`config.mk`:
```
export PLATFORM = sky130hd
export DESIGN_NAME = operand_forward_scoreboard
export DESIGN_NICKNAME = d
export VERILOG_FILES = /design/src/rtl/operand_forward_scoreboard_pkg.sv /design/src/rtl/operand_forward_scoreboard_src_match.sv /design/src/rtl/operand_forward_scoreboard.sv
export SDC_FILE = /design/constraint.sdc
export NUM_CORES = 1
export LEC_CHECK = 0
export BUFFER_PORTS_ARGS = -buffer_cell sky130_fd_sc_hd__buf_2
export CAP_MARGIN = 40
export CORE_MARGIN = 2
export CORE_UTILIZATION = 35
export DETAILED_ROUTE_END_ITERATION = 16
export GPL_TIMING_DRIVEN = 0
export PLACE_DENSITY = 0.64
export SETUP_SLACK_MARGIN = 0.2
export SYNTH_ARGS = -nofsm -noshare
export SYNTH_HDL_FRONTEND = slang
export SYNTH_SLANG_ARGS = --single-unit
```
`constraint.sdc`:
```
create_clock -name clk -period 3.2 [get_ports clk]
set_input_delay 0.32 -clock clk [delete_from_list [all_inputs] [get_ports clk]]
set_output_delay 0.32 -clock clk [all_outputs]
set_load 0.005 [all_outputs]
```
`src/rtl/operand_forward_scoreboard_pkg.sv`:
```
// rtl/operand_forward_scoreboard_pkg.sv - shared types, constants and tag helpers for the forwarding scoreboard
package fwd_scoreboard_types;

    localparam int REG_W    = 5;
    localparam int TAG_NONE = 0;

    // Which register update the top performs this cycle
    typedef enum logic [1:0] {
        UPD_LOAD   = 2'd0,
        UPD_BUBBLE = 2'd1,
        UPD_AGE    = 2'd2
    } upd_t;

    // Width of a forwarding tag: NONE + every stage + every buffer slot
    function automatic int tag_width(input int pipe_depth, input int num_buf);
        return $clog2(pipe_depth + num_buf + 1);
    endfunction

    function automatic int stage_tag(input int k);
        return 1 + k;
    endfunction

    function automatic int buf_tag(input int j, input int pipe_depth);
        return 1 + pipe_depth + j;
    endfunction

    // One cycle of ageing: move one slot further from EX, saturating at the last buffer slot
    function automatic int tag_age(input int t, input int pipe_depth, input int num_buf);
        if (t == TAG_NONE) begin
            return t;
        end
        if (t < buf_tag(num_buf - 1, pipe_depth)) begin
            return t + 1;
        end
        return t;
    endfunction

endpackage

```
`src/rtl/operand_forward_scoreboard_src_match.sv`:
```
// rtl/operand_forward_scoreboard_src_match.sv - youngest-producer search and load-use hazard for one operand
module fwd_src_match
    import fwd_scoreboard_types::*;
#(
    parameter int PIPE_DEPTH = 3,
    parameter int TAG_W      = 3
) (
    input  logic                          src_valid,
    input  logic [REG_W-1:0]              src_reg,
    input  logic [PIPE_DEPTH-1:0]         stg_valid,
    input  logic [PIPE_DEPTH*REG_W-1:0]   stg_rd,
    input  logic [PIPE_DEPTH-1:0]         stg_wr_rd,
    input  logic [PIPE_DEPTH-1:0]         stg_late,
    input  logic [PIPE_DEPTH-1:0]         stg_ready,
    output logic [TAG_W-1:0]              tag_d,
    output logic                          hazard
);

    // Scan oldest to youngest so the lowest matching stage overwrites and wins; x0 never matches
    always_comb begin
        tag_d  = TAG_W'(TAG_NONE);
        hazard = 1'b0;
        for (int k = PIPE_DEPTH - 1; k >= 0; k--) begin
            if (src_valid && (src_reg != '0) && stg_valid[k] && stg_wr_rd[k] &&
                (stg_rd[k*REG_W +: REG_W] == src_reg)) begin
                tag_d  = TAG_W'(stage_tag(k));
                hazard = stg_late[k] && !stg_ready[k];
            end
        end
    end

endmodule

```
`src/rtl/operand_forward_scoreboard.sv`:
```
// rtl/operand_forward_scoreboard.sv - decode-stage forwarding tag tracker with load-use stall and tag ageing
module operand_forward_scoreboard
    import fwd_scoreboard_types::*;
#(
    parameter  int NUM_SRC    = 2,
    parameter  int PIPE_DEPTH = 3,
    parameter  int NUM_BUF    = 1,
    parameter  int CNT_W      = 32,
    localparam int TAG_W      = tag_width(PIPE_DEPTH, NUM_BUF)
) (
    input  logic                          clk,
    input  logic                          rst,
    input  logic                          in_valid,
    input  logic [NUM_SRC-1:0]            src_valid,
    input  logic [NUM_SRC*REG_W-1:0]      src_reg,
    input  logic [PIPE_DEPTH-1:0]         stg_valid,
    input  logic [PIPE_DEPTH*REG_W-1:0]   stg_rd,
    input  logic [PIPE_DEPTH-1:0]         stg_wr_rd,
    input  logic [PIPE_DEPTH-1:0]         stg_late,
    input  logic [PIPE_DEPTH-1:0]         stg_ready,
    input  logic                          stall_in,
    output logic                          out_valid,
    output logic [NUM_SRC*TAG_W-1:0]      fwd_tag,
    output logic                          stall_out,
    output logic [CNT_W-1:0]              stall_cycles,
    output logic                          buf_overflow
);

    logic [NUM_SRC*TAG_W-1:0] tag_d;
    logic [NUM_SRC*TAG_W-1:0] tag_aged;
    logic [NUM_SRC-1:0]       hazard;
    logic                     age_ovf;
    upd_t                     upd;

    for (genvar i = 0; i < NUM_SRC; i++) begin : g_src
        fwd_src_match #(
            .PIPE_DEPTH (PIPE_DEPTH),
            .TAG_W      (TAG_W)
        ) u_match (
            .src_valid (src_valid[i]),
            .src_reg   (src_reg[i*REG_W +: REG_W]),
            .stg_valid (stg_valid),
            .stg_rd    (stg_rd),
            .stg_wr_rd (stg_wr_rd),
            .stg_late  (stg_late),
            .stg_ready (stg_ready),
            .tag_d     (tag_d[i*TAG_W +: TAG_W]),
            .hazard    (hazard[i])
        );
    end

    // A load-use hazard only matters for a real instruction; a downstream hold always freezes decode
    assign stall_out = stall_in | (in_valid & (|hazard));

    // Downstream hold takes precedence over a bubble so the latched instruction is never lost
    always_comb begin
        if (!stall_out) begin
            upd = UPD_LOAD;
        end else if (!stall_in) begin
            upd = UPD_BUBBLE;
        end else begin
            upd = UPD_AGE;
        end
    end

    // Next tags while held, and whether any tag is already parked in the last buffer slot
    always_comb begin
        tag_aged = '0;
        age_ovf  = 1'b0;
        for (int i = 0; i < NUM_SRC; i++) begin
            tag_aged[i*TAG_W +: TAG_W] =
                TAG_W'(tag_age(int'(fwd_tag[i*TAG_W +: TAG_W]), PIPE_DEPTH, NUM_BUF));
            if (int'(fwd_tag[i*TAG_W +: TAG_W]) == buf_tag(NUM_BUF - 1, PIPE_DEPTH)) begin
                age_ovf = 1'b1;
            end
        end
    end

    // Latched decode outputs, saturating stall counter and sticky overflow flag
    always_ff @(posedge clk) begin
        if (rst) begin
            out_valid    <= 1'b0;
            fwd_tag      <= '0;
            stall_cycles <= '0;
            buf_overflow <= 1'b0;
        end else begin
            if (stall_out && (stall_cycles != {CNT_W{1'b1}})) begin
                stall_cycles <= stall_cycles + CNT_W'(1);
            end
            case (upd)
                UPD_LOAD: begin
                    out_valid <= in_valid;
                    fwd_tag   <= tag_d;
                end
                UPD_BUBBLE: begin
                    out_valid <= 1'b0;
                    fwd_tag   <= '0;
                end
                default: begin
                    fwd_tag <= tag_aged;
                    if (age_ovf) begin
                        buf_overflow <= 1'b1;
                    end
                end
            endcase
        end
    end

endmodule
```
==> impl_metrics.toml <==
[run_status]
status = "completed"

[finish]
fin_util_pct = 47.9
drive_gt1_share_pct = 30.6
num_antenna_cells = 0
syn2layout_area_growth_pct = 31.0
final_area_mm2 = 0.00329
fillers = 705
fin_nets = 452

[logic_synthesis]
synthDistinctLibCells = 44
yosysSeqAreaShare_pct = 31.9
synth_top_family_by_area = "simple AND/OR/NAND/NOR gates"
synth_ff_type = "dfxtp_1"
synth_xor_area_share_pct = 15.3
synth_fa_ha_area_share_pct = 2.49
synth_top_area_share_pct = 31.9
syn_inst = 306
yosys.area_share.simple_pct = 30.9
synth_edf_count = 0
synthArstFlopShare_pct = 0
syn_avg_cell_area_um2 = 8.21
synth_area_leader_cell = "dfxtp_1"
synthTopCellsByCount = "40 x dfxtp_1, 39 x xnor2_1, 34 x nor2_1"
ys_ff_latch = 40
syn_nets = 354
ys_warn_count = 0
syn_area_mm2 = 0.00251
synth_compound_area_share_pct = 12.7
synth_area_leaders = "dfxtp_1 32%, xnor2_1 14%, nor2_1 5.1%"
synth_most_common_cell = "dfxtp_1"
muxShareOfSynthArea_pct = 2.99

[drt]
drt_wl_total_um = 6670
drt_iter0_markers = 83
viasPerCell = 5.03
first_pass_iters = 4
vias = 2518
drc = 0
ant_nets = 0
wl_per_cell_um = 13.3

[place]
dp_slack_ps = -188
place_hpwl_um = 5150
port-buffer-count = 83
place_area_mm2 = 0.00305
place_congestion = 0.838

[timing]
worstMarginPinSlew_ps = 678
period_needed_ps = 2890
max_freq_mhz = 347
fin_setup_tns_ps = 0
setup_slack_ps = 314
setup-violations-final = 0
hold_slack_ps = 349
finalCritPeriodShare_pct = 90.2
hold_violations = 0
drv_slew = 0
rsz0062_at_grt = "true"
maxSlewHeadroom_pct = 54.4
fin_skew_ps = 3.52

[min_path]
min-delay-path-class = "primary input to register"

[setup_path]
crit_top_cell = "or4_4"
criticalPathCategory = "primary input to register"
critPathTopFamily = "simple AND/OR/NAND/NOR gates"
critPathMaxStageDelay_ps = 550
cp_slowest_cell = "or4_4"
path_cells = "buf_2 > or4_4 > o21ai_4 > or4_4 > or4b_4 > o2111ai_2 > a21oi_4 > nor4b_4 > nor3b_2 > mux2_2"
critPathBufInv = 1
cp-end-kind = "register"
critical_path_arrival_ps = 3080
worst-path-max-fanout = 5
worstSetupStartpointType = "primary input"
cp.required_ps = 3390

[global_routing]
antenna_found_initial = 0
grtUsageTotal_pct = 17.2
grt_pass1_wl_um = 10600
overflow = 0
grt_start_max_net_pins = 15
grt_pass1_vias = 2259

[floorplanning]
io_pins = 84
die_width_um = 88.7
start_util_pct = 36.6
die-area_mm2 = 0.00788
die_y_um = 88.7
core_mm2 = 0.00687
row_count = 30

[clocking]
cts_sinks = 40
cts_hold_buf = 0
clk_pin_slew_worst_paths_ps = 80
h-tree-depth = 2
clk_path_buf_depth = 2
cts_tree = "built"
numCtsBuffers = 5
clock-root-buffer = "clkbuf_8"
clock_latency_ps = 300

[power_and_ir_drop]
p_leak_nw = 1.34
p_int_mw = 0.823
power.density_mw_per_mm2 = 339
ir_drop_mv = 0.203
pwr-share-clk_pct = 38.5
sw_frac_of_total_pct = 26.3
pwr-share-seq_pct = 46.4
p_sw_mw = 0.294
combinationalPowerShare_pct = 15.1

[flow_run]
maxCapViolCount = 0
cells in the final DEF, fill, tap and decap left out, types with 6 or more instances in the layout:
cell,n
o21ai_0,12
inv_1,13
nand4_1,16
nand2_1,14
nor4_1,6
dfxtp_1,40
buf_4,6
nand2b_1,6
nor2_1,34
and3_1,6
nor3_1,8
xnor2_1,39
nor2b_1,9
a21oi_1,18
nand3_1,12
or3_1,7
clkbuf_1,8
buf_2,84
stage by stage:
| step | power, mW | cells |
|---|---|---|
| after CTS | 1.13 | 495 |
| after global routing | 1.17 | 501 |
| after detailed placement | 0.695 | 486 |
| final | 1.12 | 501 |
| after floorplan | 0.621 | 306 |
| after global placement | 0.691 | 485 |
sequential cells by signal (all words and copies together) (netlist names), named ones only:
name          count
buf_overflow      1
fwd_tag           2
out_valid         1
stall_cycles     32
path summary, 6_finish.rpt:
path / startpoint / slack (ps) / end / cells past startpoint
setup reg to reg: stall_cycles[12] / 410 / stall_cycles[22] / 11
hold / removal: in_valid / 350 / out_valid / 3
setup / recovery: src_reg[6] / 310 / stall_cycles[19] / 10
hold reg to reg: out_valid / 460 / out_valid / 2
cell type report:
cell class              instances  area [um2]  share of cell area, %
flip-flops and latches         40         801                   24.3
well taps                      96         120                   3.65
clock buffers                   5        68.8                   2.09
clock inverters                 3        46.3                   1.41
plain buffers                  10        46.3                   1.41
inverters                      13        48.8                   1.48
multi-input cells             243        1680                   50.9
repair buffers                 91         485                   14.7
tightest hold or removal path: cells and delay by family:
kind / cells / cell delay, ps
AO/OA/AOI/OAI: 1 / 60
buffers and inverters: 1 / 130
AND/OR/NAND/NOR: 1 / 90
cell families (layout without fill, tap and decap cells):
| kind of cell | Yosys count | in the layout |
|---|---|---|
| flops | 40 | 40 |
| buf+inv | 23 | 122 |
| fa+ha+maj | 5 | 5 |
| xor+xnor | 44 | 44 |
| compound gates | 49 | 49 |
| mux | 6 | 6 |
| simple gates | 139 | 139 |
power groups by stage:
| stage | Sequential [mW] | Clock, mW | Combinational, mW |
|---|---|---|---|
| 2_1_floorplan | 0.529 | 0 | 0.0918 |
| 3_3_place_gp | 0.530 | 0 | 0.161 |
| 3_5_place_dp | 0.531 | 0 | 0.164 |
| 4_1_cts | 0.519 | 0.444 | 0.165 |
| 5_1_grt | 0.521 | 0.462 | 0.190 |
| 6_report | 0.519 | 0.430 | 0.168 |
per-layer routing:
layer	GRT usage [%]	part of all wire (%)	routed length, um	vias up
met1	21.8	46	3040	1156
met5	0	0	0	-
met3	3.45	5.3	352	4
met4	4.13	0.63	42	0
li1	-	-	-	1282
met2	29.9	49	3240	76
repair_timing:
action,CTS,global route
resized for setup,2,9
setup endpoints to repair,12,17
buffers inserted,1,6
cloned,0,0
pin swaps,1,4
Note: power is estimated with default switching activity, not from simulation.
